### src/rtl/mem_arb_pkg.sv
`default_nettype none
// ============================================================================
// Module : mem_arb_pkg
// Brief  : Shared encodings and default sizing for the memory port arbiter.
// Rev    : 1.0  initial release
// ============================================================================
package mem_arb_pkg;

  localparam int DEF_ADDR_W  = 32;
  localparam int DEF_DATA_W  = 32;
  localparam int DEF_TIMEOUT = 16;

  // Wide enough for the largest legal TIMEOUT (255)
  localparam int CNT_W = 8;

  typedef enum logic [1:0] {
    ST_IDLE   = 2'b00,
    ST_ACCESS = 2'b01,
    ST_RESP   = 2'b10
  } state_t;

  localparam logic OWN_IF = 1'b0;
  localparam logic OWN_D  = 1'b1;

endpackage
`default_nettype wire

### src/rtl/arb_rr2.sv
`default_nettype none
// ============================================================================
// Module : arb_rr2
// Brief  : Two-request round-robin picker; bit 0 = fetch, bit 1 = data.
// Rev    : 1.0  initial release
// ============================================================================
module arb_rr2 (
  input  logic [1:0] req_i,
  input  logic       last_i,
  output logic [1:0] gnt_o
);

  always_comb begin
    gnt_o = 2'b00;
    case (req_i)
      2'b01:   gnt_o = 2'b01;
      2'b10:   gnt_o = 2'b10;
      // On conflict, favour whichever side did not win last time
      2'b11:   gnt_o = last_i ? 2'b01 : 2'b10;
      default: gnt_o = 2'b00;
    endcase
  end

endmodule
`default_nettype wire

### src/rtl/mem_port_arbiter.sv
`default_nettype none
// ============================================================================
// Module : mem_port_arbiter
// Brief  : Shares one memory port between fetch and data requesters with
//          round-robin arbitration, one outstanding access and a timeout.
// Rev    : 1.0  initial release
// ============================================================================
module mem_port_arbiter
  import mem_arb_pkg::*;
#(
  parameter int ADDR_W  = DEF_ADDR_W,
  parameter int DATA_W  = DEF_DATA_W,
  parameter int TIMEOUT = DEF_TIMEOUT
) (
  input  logic              clk,
  input  logic              RST,
  // fetch requester
  input  logic              if_req,
  input  logic [ADDR_W-1:0] if_addr,
  output logic              if_gnt,
  output logic [DATA_W-1:0] if_rdata,
  output logic              if_valid,
  output logic              if_err,
  // data requester
  input  logic              d_req,
  input  logic              d_we,
  input  logic [ADDR_W-1:0] d_addr,
  input  logic [DATA_W-1:0] d_wdata,
  output logic              d_gnt,
  output logic [DATA_W-1:0] d_rdata,
  output logic              d_valid,
  output logic              d_err,
  // memory side
  output logic              mem_en,
  output logic              mem_we,
  output logic [ADDR_W-1:0] mem_addr,
  output logic [DATA_W-1:0] mem_wdata,
  input  logic [DATA_W-1:0] mem_rdata,
  input  logic              mem_ready,
  output logic              busy
);

  localparam logic [CNT_W-1:0] CNT_LAST = CNT_W'(TIMEOUT - 1);

  state_t             state_q;
  logic               owner_q;
  logic               last_gnt_q;
  logic               we_q;
  logic [ADDR_W-1:0]  addr_q;
  logic [DATA_W-1:0]  wdata_q;
  logic [CNT_W-1:0]   cnt_q;
  logic [DATA_W-1:0]  if_rdata_q;
  logic [DATA_W-1:0]  d_rdata_q;
  logic               if_err_q;
  logic               d_err_q;
  logic               if_valid_q;
  logic               d_valid_q;

  logic [1:0]         pick;
  logic               idle_ok;
  logic               access_done;
  logic [DATA_W-1:0]  rsp_rdata_d;
  logic               rsp_err_d;

  arb_rr2 u_rr (
    .req_i  ({d_req, if_req}),
    .last_i (last_gnt_q),
    .gnt_o  (pick)
  );

  // Grants are combinational so a requester sees gnt in its request cycle
  assign idle_ok = (state_q == ST_IDLE) && !RST;
  assign if_gnt  = pick[0] && idle_ok;
  assign d_gnt   = pick[1] && idle_ok;

  // mem_ready beats counter expiry when both land in the same cycle
  assign access_done = mem_ready || (cnt_q == CNT_LAST);
  assign rsp_rdata_d = (mem_ready && !we_q) ? mem_rdata : '0;
  assign rsp_err_d   = !mem_ready;

  always_ff @(posedge clk) begin
    if (RST) begin
      state_q    <= ST_IDLE;
      owner_q    <= OWN_IF;
      last_gnt_q <= OWN_D;
      we_q       <= 1'b0;
      addr_q     <= '0;
      wdata_q    <= '0;
      cnt_q      <= '0;
      if_rdata_q <= '0;
      d_rdata_q  <= '0;
      if_err_q   <= 1'b0;
      d_err_q    <= 1'b0;
      if_valid_q <= 1'b0;
      d_valid_q  <= 1'b0;
    end else begin
      if_valid_q <= 1'b0;
      d_valid_q  <= 1'b0;
      case (state_q)
        ST_IDLE: begin
          if (if_gnt || d_gnt) begin
            owner_q    <= d_gnt ? OWN_D : OWN_IF;
            last_gnt_q <= d_gnt ? OWN_D : OWN_IF;
            we_q       <= d_gnt && d_we;
            addr_q     <= d_gnt ? d_addr : if_addr;
            wdata_q    <= d_gnt ? d_wdata : '0;
            cnt_q      <= '0;
            state_q    <= ST_ACCESS;
          end
        end
        ST_ACCESS: begin
          if (access_done) begin
            if (owner_q == OWN_D) begin
              d_rdata_q <= rsp_rdata_d;
              d_err_q   <= rsp_err_d;
              d_valid_q <= 1'b1;
            end else begin
              if_rdata_q <= rsp_rdata_d;
              if_err_q   <= rsp_err_d;
              if_valid_q <= 1'b1;
            end
            state_q <= ST_RESP;
          end else begin
            cnt_q <= cnt_q + CNT_W'(1);
          end
        end
        ST_RESP: begin
          state_q <= ST_IDLE;
        end
        default: begin
          state_q <= ST_IDLE;
        end
      endcase
    end
  end

  assign mem_en    = (state_q == ST_ACCESS) && !RST;
  assign mem_we    = mem_en && we_q;
  assign mem_addr  = addr_q;
  assign mem_wdata = wdata_q;
  assign busy      = (state_q != ST_IDLE) && !RST;

  assign if_rdata  = if_rdata_q;
  assign if_err    = if_err_q;
  assign if_valid  = if_valid_q;
  assign d_rdata   = d_rdata_q;
  assign d_err     = d_err_q;
  assign d_valid   = d_valid_q;

endmodule
`default_nettype wire

### config.mk
export PLATFORM = sky130hd
export DESIGN_NAME = mem_port_arbiter
export DESIGN_NICKNAME = d
export VERILOG_FILES = /design/src/rtl/mem_arb_pkg.sv /design/src/rtl/arb_rr2.sv /design/src/rtl/mem_port_arbiter.sv
export SDC_FILE = /design/constraint.sdc
export NUM_CORES = 1
export LEC_CHECK = 0
export BUFFER_PORTS_ARGS = -buffer_cell sky130_fd_sc_hd__buf_2
export CAP_MARGIN = 20
export CORE_MARGIN = 2
export CORE_UTILIZATION = 30
export CTS_BUF_LIST = sky130_fd_sc_hd__clkbuf_4
export DETAILED_ROUTE_END_ITERATION = 8
export GPL_ROUTABILITY_DRIVEN = 0
export HOLD_SLACK_MARGIN = 0.15
export PLACE_DENSITY_LB_ADDON = 0.25
export SKIP_CTS_REPAIR_TIMING = 1
export SLEW_MARGIN = 40
export SYNTH_ARGS = -nofsm -noshare
export SYNTH_HDL_FRONTEND = slang
export SYNTH_SLANG_ARGS = --single-unit
### constraint.sdc
create_clock -name clk -period 2 [get_ports clk]
set_input_delay 0.4 -clock clk [delete_from_list [all_inputs] [get_ports clk]]
set_output_delay 0.4 -clock clk [all_outputs]
set_load 0.02 [all_outputs]
# ---- Yosys cells after proc, flatten, opt, wreduce, memory -nomap -nowiden
# Cells that the tools add are included.
dict set report word_totals {
  mem_bits_rw 0
  latchBits 0
  rom_bits 0
  inputBits 134
  mem_count 0
  out_inout_bits 137
  reg_bits 145
}
dict set report op_classes {
  magnitude_cmp 0
  mul 0
  shift 0
  eq_ne 8
  bitwise_logic 3
  n_addsub 1
  mux 14
  div 0
  n_reduce_logical 22
}
# op n
set op_table {}
lappend op_table {{32-bit two-way mux} 3}
lappend op_table {{8-bit two-way mux} 2}
lappend op_table {{8-bit one-hot mux with 2 select lines} 1}
lappend op_table {{3-bit AND reduction} 3}
lappend op_table {{8-bit by 1-bit adder with 8-bit output (second input constant)} 1}
lappend op_table {{8-bit by 4-bit == test with 1-bit output (second input constant)} 1}
lappend op_table {{1-bit logical AND} 8}
lappend op_table {{2-bit two-way mux} 3}
lappend op_table {{2-bit one-hot mux with 3 select lines} 1}
lappend op_table {{2-bit by 1-bit == test with 1-bit output (second input constant)} 2}
lappend op_table {{2-bit == test (second input constant)} 2}
lappend op_table {{2-bit inequality test (second input constant)} 2}
lappend op_table {{2-bit one-hot mux with 2 select lines} 1}
lappend op_table {{2-bit AND reduction} 2}
lappend op_table {{2-bit nonzero test} 2}
lappend op_table {{1-bit logical NOT} 3}
lappend op_table {{1-bit two-way mux} 3}
lappend op_table {{1-bit inverter} 3}
lappend op_table {{3-bit OR reduction} 1}
lappend op_table {{2-bit logical NOT} 1}
lappend op_table {{1-bit logical OR} 2}
lappend op_table {{2-bit by 1-bit inequality test with 1-bit output (second input constant)} 1}

# ---- Logic depth before layout (Yosys ltp)
dict set report logic_depth {
  depth_word 6
  depth_mapped 7
  mapped_depth_nobuf 5
}

# ---- By module
# From an unflattened synthesis, not the netlist that was laid out.
dict set report unflattened {
  cells_unflattened 618
  area_unflattened_um2 5773.0
}
# module n_inst area_each_um2 cells_each
set by_module_without_submodules {}
lappend by_module_without_submodules {mem_port_arbiter 1 5754.3 615}
lappend by_module_without_submodules {arb_rr2 1 18.8 3}

# ---- Worst setup path after synthesis
# No wires, ideal clock.
dict set report synth_timing {
  kind {input to output}
  start {input RST}
  end {output d_gnt}
  t_required_ns 1.600
  path_stages 5
  arrival_time_ns 1.348
  setup_slack_ns 0.252
  cell_sequence {buf_4 > nor3_4 > nand3_1 > inv_2 > buf_2}
}
dict set report synth_between {
  elab_chain_cells 3
}
# element line
set synth_lines {}
lappend synth_lines {{start, declared} mem_port_arbiter.sv:16} ;# input logic RST,
lappend synth_lines {{1-bit logical NOT} mem_port_arbiter.sv:72} ;# assign idle_ok = (state_q == ST_IDLE) && !RST;
lappend synth_lines {{1-bit logical AND} mem_port_arbiter.sv:72}
lappend synth_lines {{1-bit logical AND} mem_port_arbiter.sv:74} ;# assign d_gnt = pick[1] && idle_ok;
lappend synth_lines {{end, declared} mem_port_arbiter.sv:29} ;# output logic d_gnt,
# Every way passes these cells.

# ---- Final worst setup path
dict set report layout_timing {
  start {register state_q[1]}
  end {output mem_we}
}
dict set report layout_between {
  elab_chain_cells 3
}
# element line
set layout_lines {}
lappend layout_lines {{start, declared} mem_port_arbiter.sv:45} ;# state_t state_q;
lappend layout_lines {{start signal, assigned} mem_port_arbiter.sv:83} ;# state_q <= ST_IDLE;
lappend layout_lines {{start signal, assigned} mem_port_arbiter.sv:108} ;# state_q <= ST_ACCESS;
lappend layout_lines {{start signal, assigned} mem_port_arbiter.sv:122} ;# state_q <= ST_RESP;
lappend layout_lines {{2-bit by 1-bit == test with 1-bit output} mem_port_arbiter.sv:137} ;# assign mem_en = (state_q == ST_ACCESS) && !RST;
lappend layout_lines {{1-bit logical AND} mem_port_arbiter.sv:137}
lappend layout_lines {{1-bit logical AND} mem_port_arbiter.sv:138} ;# assign mem_we = mem_en && we_q;
lappend layout_lines {{end, declared} mem_port_arbiter.sv:35} ;# output logic mem_we,
# Every way passes these cells.

==> results.toml <==
[critical_path]
crit_start = "state_q[1]"
critPathMaxStageDelay_ps = 370
path_max_fanout = 6
critical_path_class = "flip-flop to output port"
cp-start-kind = "flip-flop"
worst-path-buf-inv = 2
critPathSlowestCell = "dfxtp_2"
cp-end-kind = "output port"
worstPathArrival_ps = 1660
critical-path-top-delay-family = "simple AND/OR/NAND/NOR gates"
rr_startpoint = "state_q[0]"
path_cells = "nand2b_4 > buf_4 > nor2_2 > and2_1 > clkbuf_4"
worstPathRequired_ps = 1600

[drt]
vias = 6484
vias_per_cell = 4.935
drc = 0
drt-total-wl_mm = 20.23
wire_per_inst_microns = 15.39
ant_nets = 0
drt_iter0_markers = 429
first_pass_iters = 7

[clock_tree]
root_buffer = "clkbuf_4"
clk_latency_ps = 550
cts_sinks = 145
clock_path_buffers = 2
cts_buffers = 17
cts_max_level = 4
tritoncts = "built"
clk_pin_slew_ps = 130

[logic_synthesis]
ys_ff_latch = 145
synth.distinct_cells = 45
synth_common_cells = "dfxtp_1, a21oi_1, nand4_1, o21ai_0, nor2_1"
synth_cells = 654
synthesis.nets = 789
synthAdderAreaFrac_pct = 0.2138
yosys_warnings = 0
synth_top_family_by_area = "compound AO/OA/AOI/OAI gates"
async_reset_ff_share_pct = 0
synth.top_cells.by_area = "dfxtp_1, nand4_1, a21oi_1, o21ai_0, nand3b_1"
synth_compound_area_share_pct = 22.13
yosysMostFrequentCell = "dfxtp_1"
ys.flop_type = "dfxtp_1"
yosys.area.top_type = "dfxtp_1"
synth_edf_count = 0
yosys.area_share.xor_xnor_pct = 0
synth_top_area_share_pct = 49.60
synthMuxAreaShare_pct = 0.6842
synth-simple-area-share_pct = 21.19
syn_area_sq_um = 5852
syn_area_per_cell_sq_um = 8.948
yosysSeqAreaShare_pct = 49.60

[worst_hold_path]
holdCritPathClass = "input pin to flip-flop"
hold_path.startpoint = "RST"

[floorplan]
rows = 51
die_w_microns = 143.7
io_pins = 271
die_h_microns = 143.7
core-area_sq_um = 19270
die-area_sq_um = 20640
start_util_pct = 30.37

[cells_and_area]
finish.net_count = 1170
design_area_sq_um = 9174
area_growth_pct = 56.77
final_util_pct = 47.60
regArea_sq_um = 2908
nFillCells = 1893
multi_input_area_sq_um = 2620
drive_gt1_share_pct = 33.68

[grt]
grt_pass1_vias = 5489
grt.overflow.total = 0
grt_max_degree = 66
grt_usage_pct = 17.28
grt_pass1_wl_mm = 28.25
antenna_found_initial = 1

[status]
status = "finished, violations left"
violations = "setup timing"

[power]
pwr-share-comb_pct = 19.8
power.internal_w = 0.004492
ir_worst_vdd_v = 0.0003714
power.leakage_nw = 3.970
p_seq_share_pct = 48.9
switching_share_pct = 29.80
p_sw_w = 0.001906
powerDensity_nw_per_um2 = 697.5
p_clk_share_pct = 31.3
p_total_w = 0.006399

[sta]
finalCriticalPeriod_ps = 2060
skew_ps = 14.10
max_freq_mhz = 485.4
setup_viol = 3
tns_ps = -118.5
drv_slew = 0
setup_slack_ps = -60.08
relSlewSlack_pct = 54.51
fin_crit_sh_pct = 103.0
hold_viol = 0
rsz0062_at_grt = "true"
holdWs_ps = 229.8
worst_pin_slew_ps = 682.3

[place]
hpwl_mm = 12.49
numPortBuffers = 270
postPlaceCellArea_sq_um = 7486

[job]
maxCapViolations = 0
==> layout make-up <==
cell class,instances,area share [%]
repair buffers,429,32.64
multi-input cells,439,28.56
clock buffers,18,1.473
inverters,3,0.2046
well taps,265,3.614
diodes,1,0.02728
clock inverters,14,1.787
flip-flops and latches,145,31.70
==> cells by family (layout without fill, tap and decap cells) <==
kind of cell | after synthesis | in the layout
adder cells (fa/ha/maj) | 1 | 1
AO/OA/AOI/OAI | 216 | 216
buffers and inverters | 70 | 464
AND/OR/NAND/NOR | 218 | 218
other | 0 | 1
multiplexers | 4 | 4
flip-flops | 145 | 145
==> registers in the layout, indices dropped and copies added (netlist names) <==
register    count
d_valid         1
owner_q         1
mem_addr       32
d_rdata        32
if_err          1
if_rdata       32
state_q         2
d_err           1
cnt_q           8
mem_wdata      32
we_q            1
last_gnt_q      1
if_valid        1
==> path summary, 6_finish.rpt <==
| path | slack, ps | endpoint | cells past startpoint |
|---|---|---|---|
| max | -60 | mem_we | 5 |
| min | 230 | d_rdata[30] | 3 |
| max reg2reg | 210 | mem_addr[28] | 6 |
| min reg2reg | 470 | last_gnt_q | 2 |
==> power by group through the flow <==
stage	logic [W]	registers [W]	clock network (W)
6_report	0.00127	0.00313	0.00200
5_1_grt	0.00137	0.00315	0.00220
4_1_cts	0.00104	0.00313	0.00210
3_5_place_dp	0.00104	0.00318	0
3_3_place_gp	0.00104	0.00319	0
2_1_floorplan	0.000428	0.00336	0
==> layout by cell type (no fill, tap or decap), drive strengths merged, types with 2 or more instances in the layout <==
cell type and n:
and3 3, a31oi 34, inv 4, and2 2, dlygate4sd3 130, nand3 10, a211oi 2, mux2i 4
a22oi 8, clkinv 9, a21o 2, or2 2, a21boi 2, nor2 48, a22o 25, nand4 66
nand3b 36, bufinv 3, nand2 37, buf 298, clkbuf 19, nor3 6, o21ai 67, a21oi 72
dfxtp 145, nand2b 4
==> worst min-delay path, cell delays in order <==
cell and delay (ps):
buf_4 120, buf_12 180, a21oi_1 50
==> routing by layer <==
metal / part of all wire, % / vias to the layer above / GRT usage [%] / wire (microns)
li1: - / 3175 / - / -
met1: 44 / 3053 / 22.72 / 8848
met2: 49 / 229 / 27.07 / 9946
met3: 5.2 / 27 / 4.499 / 1056
met4: 1.8 / 0 / 6.863 / 374
met5: 0 / - / 0 / 0
==> per-stage QoR <==
| step | setup slack, ps | cells |
|---|---|---|
| 5_1_grt | -165.9 | 1314 |
| 3_5_place_dp | 247.1 | 1145 |
| 6_report | -60.08 | 1314 |
| 4_1_cts | -282.3 | 1177 |
| 3_3_place_gp | 79.43 | 1144 |
| 2_1_floorplan | 252.2 | 654 |
No activity file was read; power rests on OpenSTA's default activity.
